==> config.mk <==
export PLATFORM = sky130hd
export DESIGN_NAME = sdio_data_xfer_ctrl_flat
export DESIGN_NICKNAME = d
export VERILOG_FILES = /design/src/rtl/sdio_data_xfer_ctrl_pkg.sv /design/src/rtl/sdio_data_xfer_ctrl_if.sv /design/src/rtl/sdio_data_xfer_ctrl.sv /design/src/flat_wrapper.sv
export SDC_FILE = /design/constraint.sdc
export NUM_CORES = 1
export LEC_CHECK = 0
export CORE_UTILIZATION = 50
export CTS_BUF_LIST = sky130_fd_sc_hd__clkbuf_4 sky130_fd_sc_hd__clkbuf_8 sky130_fd_sc_hd__clkbuf_16
export DETAILED_ROUTE_END_ITERATION = 7
export HOLD_SLACK_MARGIN = 0.15
export PLACE_DENSITY_LB_ADDON = 0.08
export SYNTH_ARGS = -nofsm -noshare
export SYNTH_HDL_FRONTEND = slang
export SYNTH_SLANG_ARGS = --single-unit
==> constraint.sdc <==
create_clock -name clk -period 5.4 [get_ports clk]
set_clock_uncertainty 0.1 [all_clocks]
set_input_delay 1.08 -clock clk [delete_from_list [all_inputs] [get_ports clk]]
set_output_delay 1.08 -clock clk [all_outputs]
set_load 0.01 [all_outputs]
==> src/rtl/sdio_data_xfer_ctrl_pkg.sv <==
// Shared definitions for the SDIO data transfer controller: FSM state
// encoding, CRC status token values and block size limits.
package sdio_defines;

    localparam int MAX_BLOCK_SIZE = 2048;
    localparam int BYTE_COUNT_ZERO_LEN = 512;

    // CRC status token presented for each completed write block
    localparam logic [2:0] CRC_TOKEN_GOOD = 3'b010;
    localparam logic [2:0] CRC_TOKEN_BAD  = 3'b101;

    typedef enum logic [2:0] {
        ST_IDLE,
        ST_ACTIVATE,
        ST_WAIT_FIN,
        ST_RELEASE,
        ST_STATUS,
        ST_GAP,
        ST_DONE
    } xfer_state_t;

    // A block length is usable when it is non-zero and no larger than the
    // largest block the card can accept.
    function automatic logic block_size_ok(input logic [11:0] size);
        return (size != 12'd0) && (size <= 12'(MAX_BLOCK_SIZE));
    endfunction

    // Number of bytes the PHY moves per pass: the block length in block
    // mode, the byte count in byte mode with zero meaning a full 512 bytes.
    function automatic logic [12:0] phy_count(input logic        block_mode,
                                              input logic [11:0] size,
                                              input logic [8:0]  count);
        if (block_mode)
            return {1'b0, size};
        else if (count == 9'd0)
            return 13'(BYTE_COUNT_ZERO_LEN);
        else
            return {4'b0000, count};
    endfunction

endpackage

==> src/rtl/sdio_data_xfer_ctrl_if.sv <==
// Host control, status and data PHY handshake signals of the SDIO data
// transfer controller. The controller uses the slave view; whatever drives
// the transfer requests and models the PHY uses the master view.
interface sdio_data_xfer_ctrl_if;

    // Transfer request and configuration
    logic        i_start;
    logic        i_abort;
    logic        i_write_flag;
    logic        i_block_mode;
    logic [11:0] i_block_size;
    logic [8:0]  i_count;

    // Data PHY handshake
    logic        o_phy_activate;
    logic        o_phy_write_flag;
    logic [12:0] o_phy_data_count;
    logic        i_phy_finished;
    logic        i_phy_crc_good;

    // Status
    logic        o_busy;
    logic        o_done;
    logic        o_error;
    logic        o_aborted;
    logic [8:0]  o_blocks_done;
    logic        o_crc_status_stb;
    logic [2:0]  o_crc_status;

    modport slave (
        input  i_start, i_abort, i_write_flag, i_block_mode, i_block_size, i_count,
        input  i_phy_finished, i_phy_crc_good,
        output o_phy_activate, o_phy_write_flag, o_phy_data_count,
        output o_busy, o_done, o_error, o_aborted, o_blocks_done,
        output o_crc_status_stb, o_crc_status
    );

    modport master (
        output i_start, i_abort, i_write_flag, i_block_mode, i_block_size, i_count,
        output i_phy_finished, i_phy_crc_good,
        input  o_phy_activate, o_phy_write_flag, o_phy_data_count,
        input  o_busy, o_done, o_error, o_aborted, o_blocks_done,
        input  o_crc_status_stb, o_crc_status
    );

endinterface

==> src/rtl/sdio_data_xfer_ctrl.sv <==
// SDIO data transfer controller. Sequences one or more PHY passes (blocks
// or a single byte transfer), spaces consecutive blocks by GAP_CYCLES idle
// cycles, issues CRC status tokens for write blocks and reports completion,
// CRC failure and abort. All outputs are registered.
module sdio_data_xfer_ctrl
    import sdio_defines::*;
#(
    parameter int GAP_CYCLES = 2   // idle cycles between blocks, 1..15
) (
    input  logic                 clk,
    input  logic                 rst,   // asynchronous, active low
    sdio_data_xfer_ctrl_if.slave bus
);

    localparam logic [3:0] GAP_LOAD = 4'(GAP_CYCLES - 1);

    xfer_state_t state, state_n;

    // Configuration latched on start
    logic        write_q;
    logic        block_mode_q;
    logic [8:0]  count_q;
    logic [12:0] data_count_q;

    // Per-block and status registers
    logic        crc_good_q;
    logic [3:0]  gap_q;
    logic [8:0]  blocks_done_q;
    logic        error_q;
    logic        aborted_q;
    logic        busy_q;
    logic        done_q;
    logic        act_q;
    logic        stb_q;
    logic [2:0]  token_q;

    // Decoded transition events
    logic        start_go;
    logic        start_bad;
    logic        capture_crc;
    logic        crc_fail;
    logic        abort_go;
    logic        enter_gap;
    logic        enter_status;
    logic        more_blocks;

    // State register
    // NOTE: the reset branch is written with the async edge in the
    // sensitivity list so the state (and the PHY activate it implies) falls
    // the instant rst goes low, without waiting for a clock edge.
    always_ff @(posedge clk or negedge rst) begin
        if (!rst)
            state <= ST_IDLE;
        else
            state <= state_n;
    end

    // Next-state selection and the transition events that steer the datapath
    always_comb begin
        // NOTE: every signal this block drives receives a value before the
        // case statement, so no path can leave one unassigned and infer a latch.
        state_n      = state;
        start_go     = 1'b0;
        start_bad    = 1'b0;
        capture_crc  = 1'b0;
        crc_fail     = 1'b0;
        abort_go     = 1'b0;
        enter_gap    = 1'b0;
        more_blocks  = block_mode_q && ((count_q == 9'd0) || (blocks_done_q < count_q));

        // Abort beats every other transition once a transfer is running; in
        // DONE the transfer is already ending, so there is nothing to cancel.
        if (state != ST_IDLE && state != ST_DONE && bus.i_abort) begin
            state_n  = ST_DONE;
            abort_go = 1'b1;
        end else begin
            case (state)
                ST_IDLE: begin
                    if (bus.i_start) begin
                        start_go = 1'b1;
                        if (bus.i_block_mode && !block_size_ok(bus.i_block_size)) begin
                            start_bad = 1'b1;
                            state_n   = ST_DONE;
                        end else begin
                            state_n   = ST_ACTIVATE;
                        end
                    end
                end
                ST_ACTIVATE: state_n = ST_WAIT_FIN;
                ST_WAIT_FIN: begin
                    if (bus.i_phy_finished) begin
                        capture_crc = 1'b1;
                        state_n     = ST_RELEASE;
                    end
                end
                ST_RELEASE: begin
                    if (!bus.i_phy_finished)
                        state_n = ST_STATUS;
                end
                ST_STATUS: begin
                    if (write_q && !crc_good_q) begin
                        crc_fail = 1'b1;
                        state_n  = ST_DONE;
                    end else if (more_blocks) begin
                        enter_gap = 1'b1;
                        state_n   = ST_GAP;
                    end else begin
                        state_n   = ST_DONE;
                    end
                end
                ST_GAP: begin
                    if (gap_q == 4'd0)
                        state_n = ST_ACTIVATE;
                end
                ST_DONE: state_n = ST_IDLE;
                default: state_n = ST_IDLE;
            endcase
        end
    end

    // A block is counted only when RELEASE completes normally; an abort
    // diverts to DONE first, so an aborted block is never counted.
    assign enter_status = (state == ST_RELEASE) && (state_n == ST_STATUS);

    // Configuration latches, block counter, status flags and registered outputs
    always_ff @(posedge clk or negedge rst) begin
        if (!rst) begin
            write_q       <= 1'b0;
            block_mode_q  <= 1'b0;
            count_q       <= '0;
            data_count_q  <= '0;
            crc_good_q    <= 1'b0;
            gap_q         <= '0;
            blocks_done_q <= '0;
            error_q       <= 1'b0;
            aborted_q     <= 1'b0;
            busy_q        <= 1'b0;
            done_q        <= 1'b0;
            act_q         <= 1'b0;
            stb_q         <= 1'b0;
            token_q       <= '0;
        end else begin
            // NOTE: non-blocking assignments let every register here sample
            // the pre-edge values, matching the state register above.
            busy_q <= (state_n != ST_IDLE);
            done_q <= (state_n == ST_DONE);
            act_q  <= (state_n == ST_WAIT_FIN);
            stb_q  <= enter_status && write_q;

            if (enter_status && write_q)
                token_q <= crc_good_q ? CRC_TOKEN_GOOD : CRC_TOKEN_BAD;

            if (start_go) begin
                write_q       <= bus.i_write_flag;
                block_mode_q  <= bus.i_block_mode;
                count_q       <= bus.i_count;
                blocks_done_q <= '0;
                error_q       <= start_bad;
                aborted_q     <= 1'b0;
                if (!start_bad)
                    data_count_q <= phy_count(bus.i_block_mode, bus.i_block_size, bus.i_count);
            end

            if (capture_crc)
                crc_good_q <= bus.i_phy_crc_good;

            // Wraps naturally at 511 in infinite mode
            if (enter_status)
                blocks_done_q <= blocks_done_q + 9'd1;

            if (crc_fail)
                error_q <= 1'b1;

            if (abort_go)
                aborted_q <= 1'b1;

            if (enter_gap)
                gap_q <= GAP_LOAD;
            else if (state == ST_GAP && gap_q != 4'd0)
                gap_q <= gap_q - 4'd1;
        end
    end

    assign bus.o_phy_activate   = act_q;
    assign bus.o_phy_write_flag = write_q;
    assign bus.o_phy_data_count = data_count_q;
    assign bus.o_busy           = busy_q;
    assign bus.o_done           = done_q;
    assign bus.o_error          = error_q;
    assign bus.o_aborted        = aborted_q;
    assign bus.o_blocks_done    = blocks_done_q;
    assign bus.o_crc_status_stb = stb_q;
    assign bus.o_crc_status     = token_q;

endmodule
==> src/flat_wrapper.sv <==
// flat-port wrapper written by rule: the top's interface ports become plain ports
module sdio_data_xfer_ctrl_flat import sdio_defines::*;
#(
    parameter int GAP_CYCLES = 2                                       
)
  (clk, rst, bus_i_start, bus_i_abort, bus_i_write_flag, bus_i_block_mode, bus_i_block_size, bus_i_count, bus_i_phy_finished, bus_i_phy_crc_good, bus_o_phy_activate, bus_o_phy_write_flag, bus_o_phy_data_count, bus_o_busy, bus_o_done, bus_o_error, bus_o_aborted, bus_o_blocks_done, bus_o_crc_status_stb, bus_o_crc_status);
  sdio_data_xfer_ctrl_if bus_i ();
  input  logic clk;
  input  logic rst;
  input wire logic [$bits(bus_i.i_start)-1:0] bus_i_start;
  input wire logic [$bits(bus_i.i_abort)-1:0] bus_i_abort;
  input wire logic [$bits(bus_i.i_write_flag)-1:0] bus_i_write_flag;
  input wire logic [$bits(bus_i.i_block_mode)-1:0] bus_i_block_mode;
  input wire logic [$bits(bus_i.i_block_size)-1:0] bus_i_block_size;
  input wire logic [$bits(bus_i.i_count)-1:0] bus_i_count;
  input wire logic [$bits(bus_i.i_phy_finished)-1:0] bus_i_phy_finished;
  input wire logic [$bits(bus_i.i_phy_crc_good)-1:0] bus_i_phy_crc_good;
  output wire logic [$bits(bus_i.o_phy_activate)-1:0] bus_o_phy_activate;
  output wire logic [$bits(bus_i.o_phy_write_flag)-1:0] bus_o_phy_write_flag;
  output wire logic [$bits(bus_i.o_phy_data_count)-1:0] bus_o_phy_data_count;
  output wire logic [$bits(bus_i.o_busy)-1:0] bus_o_busy;
  output wire logic [$bits(bus_i.o_done)-1:0] bus_o_done;
  output wire logic [$bits(bus_i.o_error)-1:0] bus_o_error;
  output wire logic [$bits(bus_i.o_aborted)-1:0] bus_o_aborted;
  output wire logic [$bits(bus_i.o_blocks_done)-1:0] bus_o_blocks_done;
  output wire logic [$bits(bus_i.o_crc_status_stb)-1:0] bus_o_crc_status_stb;
  output wire logic [$bits(bus_i.o_crc_status)-1:0] bus_o_crc_status;
  assign bus_i.i_start = bus_i_start;
  assign bus_i.i_abort = bus_i_abort;
  assign bus_i.i_write_flag = bus_i_write_flag;
  assign bus_i.i_block_mode = bus_i_block_mode;
  assign bus_i.i_block_size = bus_i_block_size;
  assign bus_i.i_count = bus_i_count;
  assign bus_i.i_phy_finished = bus_i_phy_finished;
  assign bus_i.i_phy_crc_good = bus_i_phy_crc_good;
  assign bus_o_phy_activate = bus_i.o_phy_activate;
  assign bus_o_phy_write_flag = bus_i.o_phy_write_flag;
  assign bus_o_phy_data_count = bus_i.o_phy_data_count;
  assign bus_o_busy = bus_i.o_busy;
  assign bus_o_done = bus_i.o_done;
  assign bus_o_error = bus_i.o_error;
  assign bus_o_aborted = bus_i.o_aborted;
  assign bus_o_blocks_done = bus_i.o_blocks_done;
  assign bus_o_crc_status_stb = bus_i.o_crc_status_stb;
  assign bus_o_crc_status = bus_i.o_crc_status;
  sdio_data_xfer_ctrl #(.GAP_CYCLES(GAP_CYCLES)) u_core (.clk(clk), .rst(rst), .bus(bus_i));
endmodule
==> results.txt, run 1 <==
Crit path kind: in2reg
Clock Tree Buf Depth: 2
Slew HR: 29.6%
Outcome: finished clean
Unrepaired setup endpoints after global routing: no
Maxcap violations: 0
DRC errors left: 0
Clk root buf: clkbuf_8
Clock buffer count from CTS: 5
FP Rows: 26
Die H: 75.0 um
Number of diodes: 0
Syn Inst Count: 270
Top cells by area, synth: dfrtp_1 (45%), nand2_1 (6.1%), o21ai_0 (5.3%)
Net count after synthesis: 309
Final min period: 3.38 ns
Seq pwr share: 41.7%
Synthesized area: 0.00266 sq mm
Sw Share: 35.1%
Vias: 2142
1st-pass router iterations: 4
Final period utilization: 62.6%
Area share of the largest cell type after synthesis: 45.1%
Routed wire length: 5650 um
Layout net count: 362
Core area: 0.00511 sq mm
Synth Register Bits: 48
Clock Power Share: 15.3%
Internal: 948 uW
First-pass GRT wire length: 9010 um
DIE WIDTH: 75.0 um
I/O Buffers: 59
Synth Area per Inst: 9.87 sq um
NetSw: 513 uW
Pin count of the biggest net entering global routing: 49
Register area share after synthesis: 45.1%
Starting Density: 52.2%
CP required: 5.50 ns
Hpwl dp: 4120 um
Netlist cell types: 53
Hold Buf Count CTS: 0
Number of setup buffers added after CTS: 0
Post-synth EDFFs: 0
Gr ovfl total: 0
P per Cell Area: 437 mW/mm^2
ANT nets after route: 0
Leakage power: 1.45 nW
Post-place setup slack: 1.69 ns
Final WS setup: 2.02 ns
Post-CTS resize count: 0
Worst-margin pin slew: 1.06 ns
Clk sinks: 48
Mean number of vias per cell: 5.44
Max Fclk: 0.296 GHz
Setup_tns: 0 ns
Worst skew pair latency: 0.30 ns
Critical Path End Type: register
Initial antenna violation count: 0
Layout cell share with drive strength beyond 1: 12.3%
H-tree depth: 2
Wire per inst: 14.3 um
GPL Wtd Cong: 0.749
CTS clk-pin slew, worst paths: 0.09 ns
Full die area: 0.00562 sq mm
Ys Warns: 0
Vias in the first global route: 2012
Nature of the critical path startpoint: input pin
Synth async-reset ratio: 100%
CTS tree: yes
Top_reg_cell synth: dfrtp_1
Final Hold Vio Count: 0
Arrival time at the worst endpoint: 3.48 ns
Synth area leader: dfrtp_1
Setup-failing EPs final: 0
Combinational fraction of design power: 43.0%
Maximum vdd ir drop: 0.243 mV
GRT Util Overall: 21.4%
Area growth syn-to-layout: 25.6%
Crit-path max FO: 25
Hold/Removal Path Class: reg2reg
Slew Limit Fails: 0
DRT iter0 DRCs: 110
IO Pins: 61
Yosys cell counts, types with 5 or more instances:
library cell / count
mux2_4: 8
dfrtp_1: 48
a21oi_1: 10
inv_1: 15
nand2_1: 43
mux2_2: 11
nor3_1: 5
buf_4: 5
nand3_1: 10
nor2_1: 12
ha_1: 10
o21ai_0: 28
layer usage:
metal / vias to the layer above / GRT usage, % / wire [um]
li1: 1053 / - / -
met1: 1031 / 28.0 / 2600
met2: 51 / 35.2 / 2760
met3: 7 / 4.55 / 220
met4: 0 / 7.76 / 71
met5: - / 0 / 0
logic make-up after synthesis:
logic type / count (synthesis) / share of synthesized area, %
other: 1 / 0.141
and+or+nand+nor: 95 / 18.1
xor gates and xnor gates: 6 / 2.25
AOI/OAI and AO/OA: 62 / 14.9
DFF: 48 / 45.1
adders and majority gates: 10 / 4.70
buffers and inverters: 28 / 5.31
muxes: 20 / 9.54
cell usage in the layout, fill, tap and decap left out, types with 3 or more instances in the layout:
| master | n |
|---|---|
| nand2b_1 | 3 |
| clkbuf_8 | 6 |
| mux2_2 | 11 |
| a22o_1 | 3 |
| nor2_1 | 12 |
| xor2_1 | 4 |
| a21oi_1 | 10 |
| nand3_1 | 10 |
| inv_1 | 15 |
| o21ai_0 | 28 |
| nor3_1 | 5 |
| mux2_4 | 8 |
| dfrtp_1 | 48 |
| clkdlybuf4s50_1 | 58 |
| nor2b_1 | 3 |
| ha_1 | 10 |
| nand2_1 | 43 |
registers in the layout, indices dropped and copies added, names as in the netlist, 2 cells and up:
register and count:
u_core.state 3, u_core.bus.o_crc_status 2, u_core.count_q 9, u_core.bus.o_blocks_done 9
u_core.bus.o_phy_data_count 12, u_core.gap_q 4
cell type report:
cell class / instances / area [sq um]
clock inverters: 2 / 10.0
fillers: 450 / 1760
multi-input cells: 194 / 1320
inverters: 15 / 56.3
clock buffers: 6 / 82.6
well taps: 70 / 87.6
repair buffers: 59 / 586
flip-flops and latches: 48 / 1200
critical path, stage by stage:
cell and delay (ns):
clkdlybuf4s50_1 0.51, and2_1 0.69, o21ai_2 0.14, nor2_2 0.65, mux2_2 0.41
final timing paths:
check | from | to | slack, ns | cells after the start
max in group asynchronous | rst | u_core.bus.o_blocks_done[2] | 3.69 | 1
worst max register to register | u_core.state[2] | u_core.bus.o_phy_data_count[1] | 2.50 | 5
worst max-delay path | bus_i_start | u_core.bus.o_phy_data_count[1] | 2.02 | 5
worst min-delay path | u_core.block_mode_q | u_core.block_mode_q | 0.39 | 2
worst min register to register | u_core.block_mode_q | u_core.block_mode_q | 0.39 | 2
min in group asynchronous | rst | u_core.bus.o_aborted | 0.87 | 1
power groups by stage:
stage | clock network [mW] | logic [mW] | registers (mW)
5_1_grt | 0.244 | 0.702 | 0.630
4_1_cts | 0.231 | 0.636 | 0.610
3_5_place_dp | 0 | 0.634 | 0.614
3_3_place_gp | 0 | 0.619 | 0.614
6_report | 0.223 | 0.628 | 0.609
2_1_floorplan | 0 | 0.397 | 0.609
per-stage QoR:
| step | util, % | hold WS [ns] | cell area (sq um) | total power, mW | std cells |
|---|---|---|---|---|---|
| finish | 65.5 | 0.385 | 3340 | 1.46 | 394 |
| global route | 65.5 | 0.436 | 3340 | 1.58 | 394 |
| CTS | 65.5 | 0.389 | 3340 | 1.48 | 394 |
| detailed placement | 63.7 | 0.365 | 3250 | 1.25 | 386 |
| global placement | 63.7 | 0.371 | 3250 | 1.23 | 386 |
| floorplan | - | 0.346 | 2660 | 1.01 | 270 |
Power figures use the tool's default switching activity.
==> run 2: changes to the inputs <==
==> constraint.sdc (replaced) <==
create_clock -name clk -period 3.4 [get_ports clk]
set_clock_uncertainty 0.1 [all_clocks]
set_input_delay 0.68 -clock clk [delete_from_list [all_inputs] [get_ports clk]]
set_output_delay 0.68 -clock clk [all_outputs]
set_load 0.01 [all_outputs]
==> results.txt, run 2 (synthesis results as in run 1) <==
Hold Buf Count CTS: 0
Hold/Removal Path Class: reg2reg
P per Cell Area: 717 mW/mm^2
Routed wire length: 5840 um
CTS tree: yes
DIE WIDTH: 75.0 um
Max FFs per register: 12
Wire per inst: 14.7 um
CP required: 3.51 ns
GPL Wtd Cong: 0.753
Outcome: finished clean
Arrival time at the worst endpoint: 2.64 ns
Leakage power: 1.48 nW
Routed wl met2: 2860 um
DRT iter0 DRCs: 116
M1 WL: 2670 um
Critical Path End Type: register
Final core utilization: 66.6%
Number of setup buffers added after CTS: 0
Max Fclk: 0.394 GHz
Final min period: 2.54 ns
Layout Cells excl Fill: 397
Setup_tns: 0 ns
1st-pass router iterations: 4
DR WL met3: 226 um
Hpwl dp: 4290 um
Crit path kind: in2reg
GRT Util Overall: 23.2%
Gr ovfl total: 0
Max incr delay on CP: 0.46 ns
Maximum vdd ir drop: 0.413 mV
Setup-failing EPs final: 0
Crit-path cells: clkdlybuf4s50_1, nor4_4, nand3_2, xnor2_2, a311o_1, a2111oi_2
Nature of the critical path startpoint: input pin
Hold_sp: u_core.block_mode_q
IO Pins: 61
Top sig layer: met4
Layout net count: 365
Die H: 75.0 um
Clk sinks: 48
Vias: 2127
Full die area: 0.00562 sq mm
Internal: 1.61 mW
Sw Share: 33.9%
Slew Limit Fails: 0
Initial antenna violation count: 0
Number of diodes: 0
First-pass GRT wire length: 9680 um
Slew HR: 28.3%
Seq pwr share: 39.6%
I/O Buffers: 59
Placed Cells: 389
Worst skew pair latency: 0.31 ns
H-tree depth: 2
Clock Power Share: 18.7%
Final Hold Vio Count: 0
Worst-margin pin slew: 1.08 ns
Core area: 0.00511 sq mm
DRC errors left: 0
Crit path from: bus_i_block_size[1]
Final period utilization: 74.6%
Vias in the first global route: 2088
Slowest cell on crit path: clkdlybuf4s50_1
FP Rows: 26
Most common cell after layout, fill and taps aside: clkdlybuf4s50_1
Layout cell share with drive strength beyond 1: 13.1%
Design Power: 2.44 mW
NetSw: 826 uW
Combinational fraction of design power: 41.7%
CTS clk-pin slew, worst paths: 0.09 ns
Mean number of vias per cell: 5.36
Maxcap violations: 0
ANT nets after route: 0
Clock Tree Buf Depth: 2
Clk root buf: clkbuf_8
Unrepaired setup endpoints after global routing: no
Fill cell count: 433
Pin count of the biggest net entering global routing: 49
Post-CTS resize count: 0
Leading cell types in the layout, fill and taps excluded: clkdlybuf4s50_1 (58), dfrtp_1 (48), nand2_1 (43)
RR Startpoint: u_core.bus.o_blocks_done[2]
Crit-path max FO: 4
Starting Density: 52.2%
Area growth syn-to-layout: 27.7%
Clock buffer count from CTS: 5
-- run 2: cell types whose count changed in the layout (fill, tap and decap cells not counted), sizes merged --
cell    previous run  this run
buf                1         4
bufinv             0         1
clkinv             2         0
clkbuf             6         7
-- run 2: power by group through the flow --
stage	Sequential (mW)	Clock (mW)	Combinational (mW)
global placement	0.974	0	0.992
finish	0.964	0.455	1.02
floorplan	0.968	0	0.631
detailed placement	0.975	0	1.02
global route	1.00	0.488	1.14
CTS	0.967	0.464	1.03
-- run 2: area by class of cell --
class / count / area [sq um] / area share, %
Inverter: 15 / 56.3 / 1.66
Timing Repair Buffer: 62 / 608 / 17.9
Clock inverter: 1 / 30.0 / 0.883
Tap cell: 70 / 87.6 / 2.58
Sequential cell: 48 / 1200 / 35.3
Multi-Input combinational cell: 194 / 1320 / 38.9
Clock buffer: 7 / 96.3 / 2.83
-- run 2: final timing paths --
path                                               end  slack (ns)  cells past startpoint
max                          u_core.bus.o_phy_activate        0.86                      6
min                                u_core.block_mode_q        0.39                      2
max reg2reg                            u_core.state[0]        1.19                      6
min reg2reg                        u_core.block_mode_q        0.39                      2
max in group asynchronous  u_core.bus.o_blocks_done[0]        2.07                      1
min in group asynchronous   u_core.bus.o_crc_status[0]        0.45                      1
-- run 2: critical path, delay by kind of cell --
family | cells | cell delay [ns]
AO/OA/AOI/OAI | 2 | 0.74
AND/OR/NAND/NOR | 2 | 0.58
buffers and inverters | 1 | 0.46
XOR/XNOR | 1 | 0.19
-- run 2: through the flow --
stage | instance area, sq um | hold slack, ns | setup WS, ns
floorplan | 2660 | 0.284 | 1.17
global placement | 3270 | 0.363 | 0.596
detailed placement | 3270 | 0.363 | 0.517
CTS | 3400 | 0.386 | 0.844
global route | 3400 | 0.434 | 0.713
finish | 3400 | 0.386 | 0.863
-- run 2: per-layer routing --
| metal | up-vias | GRT usage, % |
|---|---|---|
| met5 | - | 0 |
| met4 | 0 | 7.55 |
| met3 | 8 | 4.82 |
| met2 | 51 | 38.3 |
| met1 | 1016 | 30.5 |
| li1 | 1052 | - |
==> run 3: changes to the inputs <==
--- a/config.mk
+++ b/config.mk
@@ -5,7 +5,7 @@
 export SDC_FILE = /design/constraint.sdc
 export NUM_CORES = 1
 export LEC_CHECK = 0
-export CORE_UTILIZATION = 50
+export CORE_UTILIZATION = 45
 export CTS_BUF_LIST = sky130_fd_sc_hd__clkbuf_4 sky130_fd_sc_hd__clkbuf_8 sky130_fd_sc_hd__clkbuf_16
 export DETAILED_ROUTE_END_ITERATION = 7
 export HOLD_SLACK_MARGIN = 0.15
==> constraint.sdc (replaced) <==
create_clock -name clk -period 2.2 [get_ports clk]
set_clock_uncertainty 0.1 [all_clocks]
set_input_delay 0.44 -clock clk [delete_from_list [all_inputs] [get_ports clk]]
set_output_delay 0.44 -clock clk [all_outputs]
set_load 0.01 [all_outputs]
==> results.txt, run 3 (synthesis results as in run 1) <==
DRT iter0 DRCs: 87
Core area: 0.00561 sq mm
Crit path kind: in2reg
Number of diodes: 0
Leading cell types in the layout, fill and taps excluded: clkdlybuf4s50_1 (51), dfrtp_1 (48), nand2_1 (43)
Starting Density: 47.5%
Max Fclk: 0.467 GHz
Clk sinks: 48
Crit-path max FO: 6
Hpwl dp: 4460 um
H-tree depth: 2
CP required: 2.29 ns
Arrival time at the worst endpoint: 2.23 ns
DP Area: 0.00345 sq mm
DRC errors left: 0
Worst-margin pin slew: 0.504 ns
Mean number of vias per cell: 5.21
Gr ovfl total: 0
Wire per inst: 14.7 um
Vias in the first global route: 2107
Hold_sp: u_core.block_mode_q
Most common cell after layout, fill and taps aside: clkdlybuf4s50_1
GRT Util Overall: 20.9%
Final period utilization: 97.2%
Reg area: 0.00120 sq mm
Pin count of the biggest net entering global routing: 49
Crit. path cell count: 7
Worst Hold Margin: 0.395 ns
1st-pass router iterations: 4
Critical Path End Type: register
Hold/Removal Path Class: reg2reg
Nature of the critical path startpoint: input pin
Clock Tree Buf Depth: 2
Final core utilization: 65.1%
Outcome: finished clean
Maximum vdd ir drop: 0.504 mV
Full die area: 0.00623 sq mm
I/O Buffers: 59
Layout net count: 393
Slew Limit Fails: 0
Die H: 78.9 um
Crit-path cells: clkdlybuf4s50_1, nor3_2, nand2_1, mux2i_4, buf_4, nor2_4, mux2_4
P per Cell Area: 1020 mW/mm^2
Hold path depth: 2
Fill cell count: 471
Area growth syn-to-layout: 37.2%
Final min period: 2.14 ns
Clock buffer count from CTS: 5
Reg2reg path depth: 6
Layout cell share with drive strength beyond 1: 20.6%
GPL Wtd Cong: 0.845
Largest delay contributor family on the critical path: simple AND/OR/NAND/NOR gates
Slew HR: 66.4%
CP bufs+invs: 2
Leakage power: 1.66 nW
Unrepaired setup endpoints after global routing: no
ANT nets after route: 0
DIE WIDTH: 78.9 um
Routed wire length: 6250 um
CTS tree: yes
First-pass GRT wire length: 10100 um
FP Rows: 27
Slowest cell on crit path: clkdlybuf4s50_1
Final instance area: 0.00365 sq mm
Final Hold Vio Count: 0
IO Pins: 61
Vias: 2219
Initial antenna violation count: 0
CTS clk-pin slew, worst paths: 0.09 ns
Multi-input logic area: 0.00139 sq mm
Worst skew pair latency: 0.30 ns
Max FFs per register: 12
Crit path from: bus_i_block_size[6]
Setup-failing EPs final: 0
Clk root buf: clkbuf_8
Max incr delay on CP: 0.43 ns
Maxcap violations: 0
RR Startpoint: u_core.bus.o_blocks_done[8]
run 3: power by group:
group          internal (mW)  total [mW]  switching, mW
clock                  0.229       0.512          0.282
combinational          0.978        1.78          0.805
sequential              1.23        1.45          0.219
total                   2.43        3.74           1.31
run 3: per-layer routing:
layer / global-route usage [%] / vias to the layer above / wire length (um)
li1: - / 1110 / -
met1: 28.4 / 1065 / 2860
met2: 34.4 / 39 / 3110
met3: 4.02 / 5 / 214
met4: 4.91 / 0 / 65
met5: 0 / - / 0
run 3: tightest hold or removal path: stages (launching register included):
cell     delay [ns]
dfrtp_1        0.36
nand2_1        0.05
nand2_1        0.06
run 3: layout make-up:
cell class | count | share of cell area [%]
well taps | 72 | 2.47
repair buffers | 89 | 23.0
clock inverters | 1 | 0.137
multi-input cells | 195 | 37.9
clock buffers | 6 | 2.09
inverters | 15 | 1.54
flip-flops and latches | 48 | 32.9
run 3: worst paths after layout:
kind                                                        to  slack, ns
max in group asynchronous                    u_core.count_q[8]       1.21
worst min-delay path                       u_core.block_mode_q       0.39
worst max register to register               u_core.bus.o_done       0.25
worst max-delay path            u_core.bus.o_phy_data_count[7]       0.06
worst min register to register             u_core.block_mode_q       0.39
min in group asynchronous           u_core.bus.o_crc_status[0]       0.55
run 3: repair_timing:
action | 4_1_cts | 5_1_grt
endpoints found under the setup margin | 12 | 12
cloned | 1 | 0
pin swaps | 4 | 8
hold buffers | 1 | 0
gates resized for setup | 5 | 12
hold endpoints to repair | 48 | 0
setup buffers | 1 | 4
run 3: metrics by stage:
step	TNS [ns]	worst slack, ns	std cells	power [mW]
after floorplan	0	0.214	270	2.47
after detailed placement	-6.80	-0.555	412	3.17
after global routing	0	0.00988	426	4.02
after CTS	-0.0182	-0.0182	422	3.71
after global placement	-5.99	-0.502	412	3.14
final	0	0.0609	426	3.74
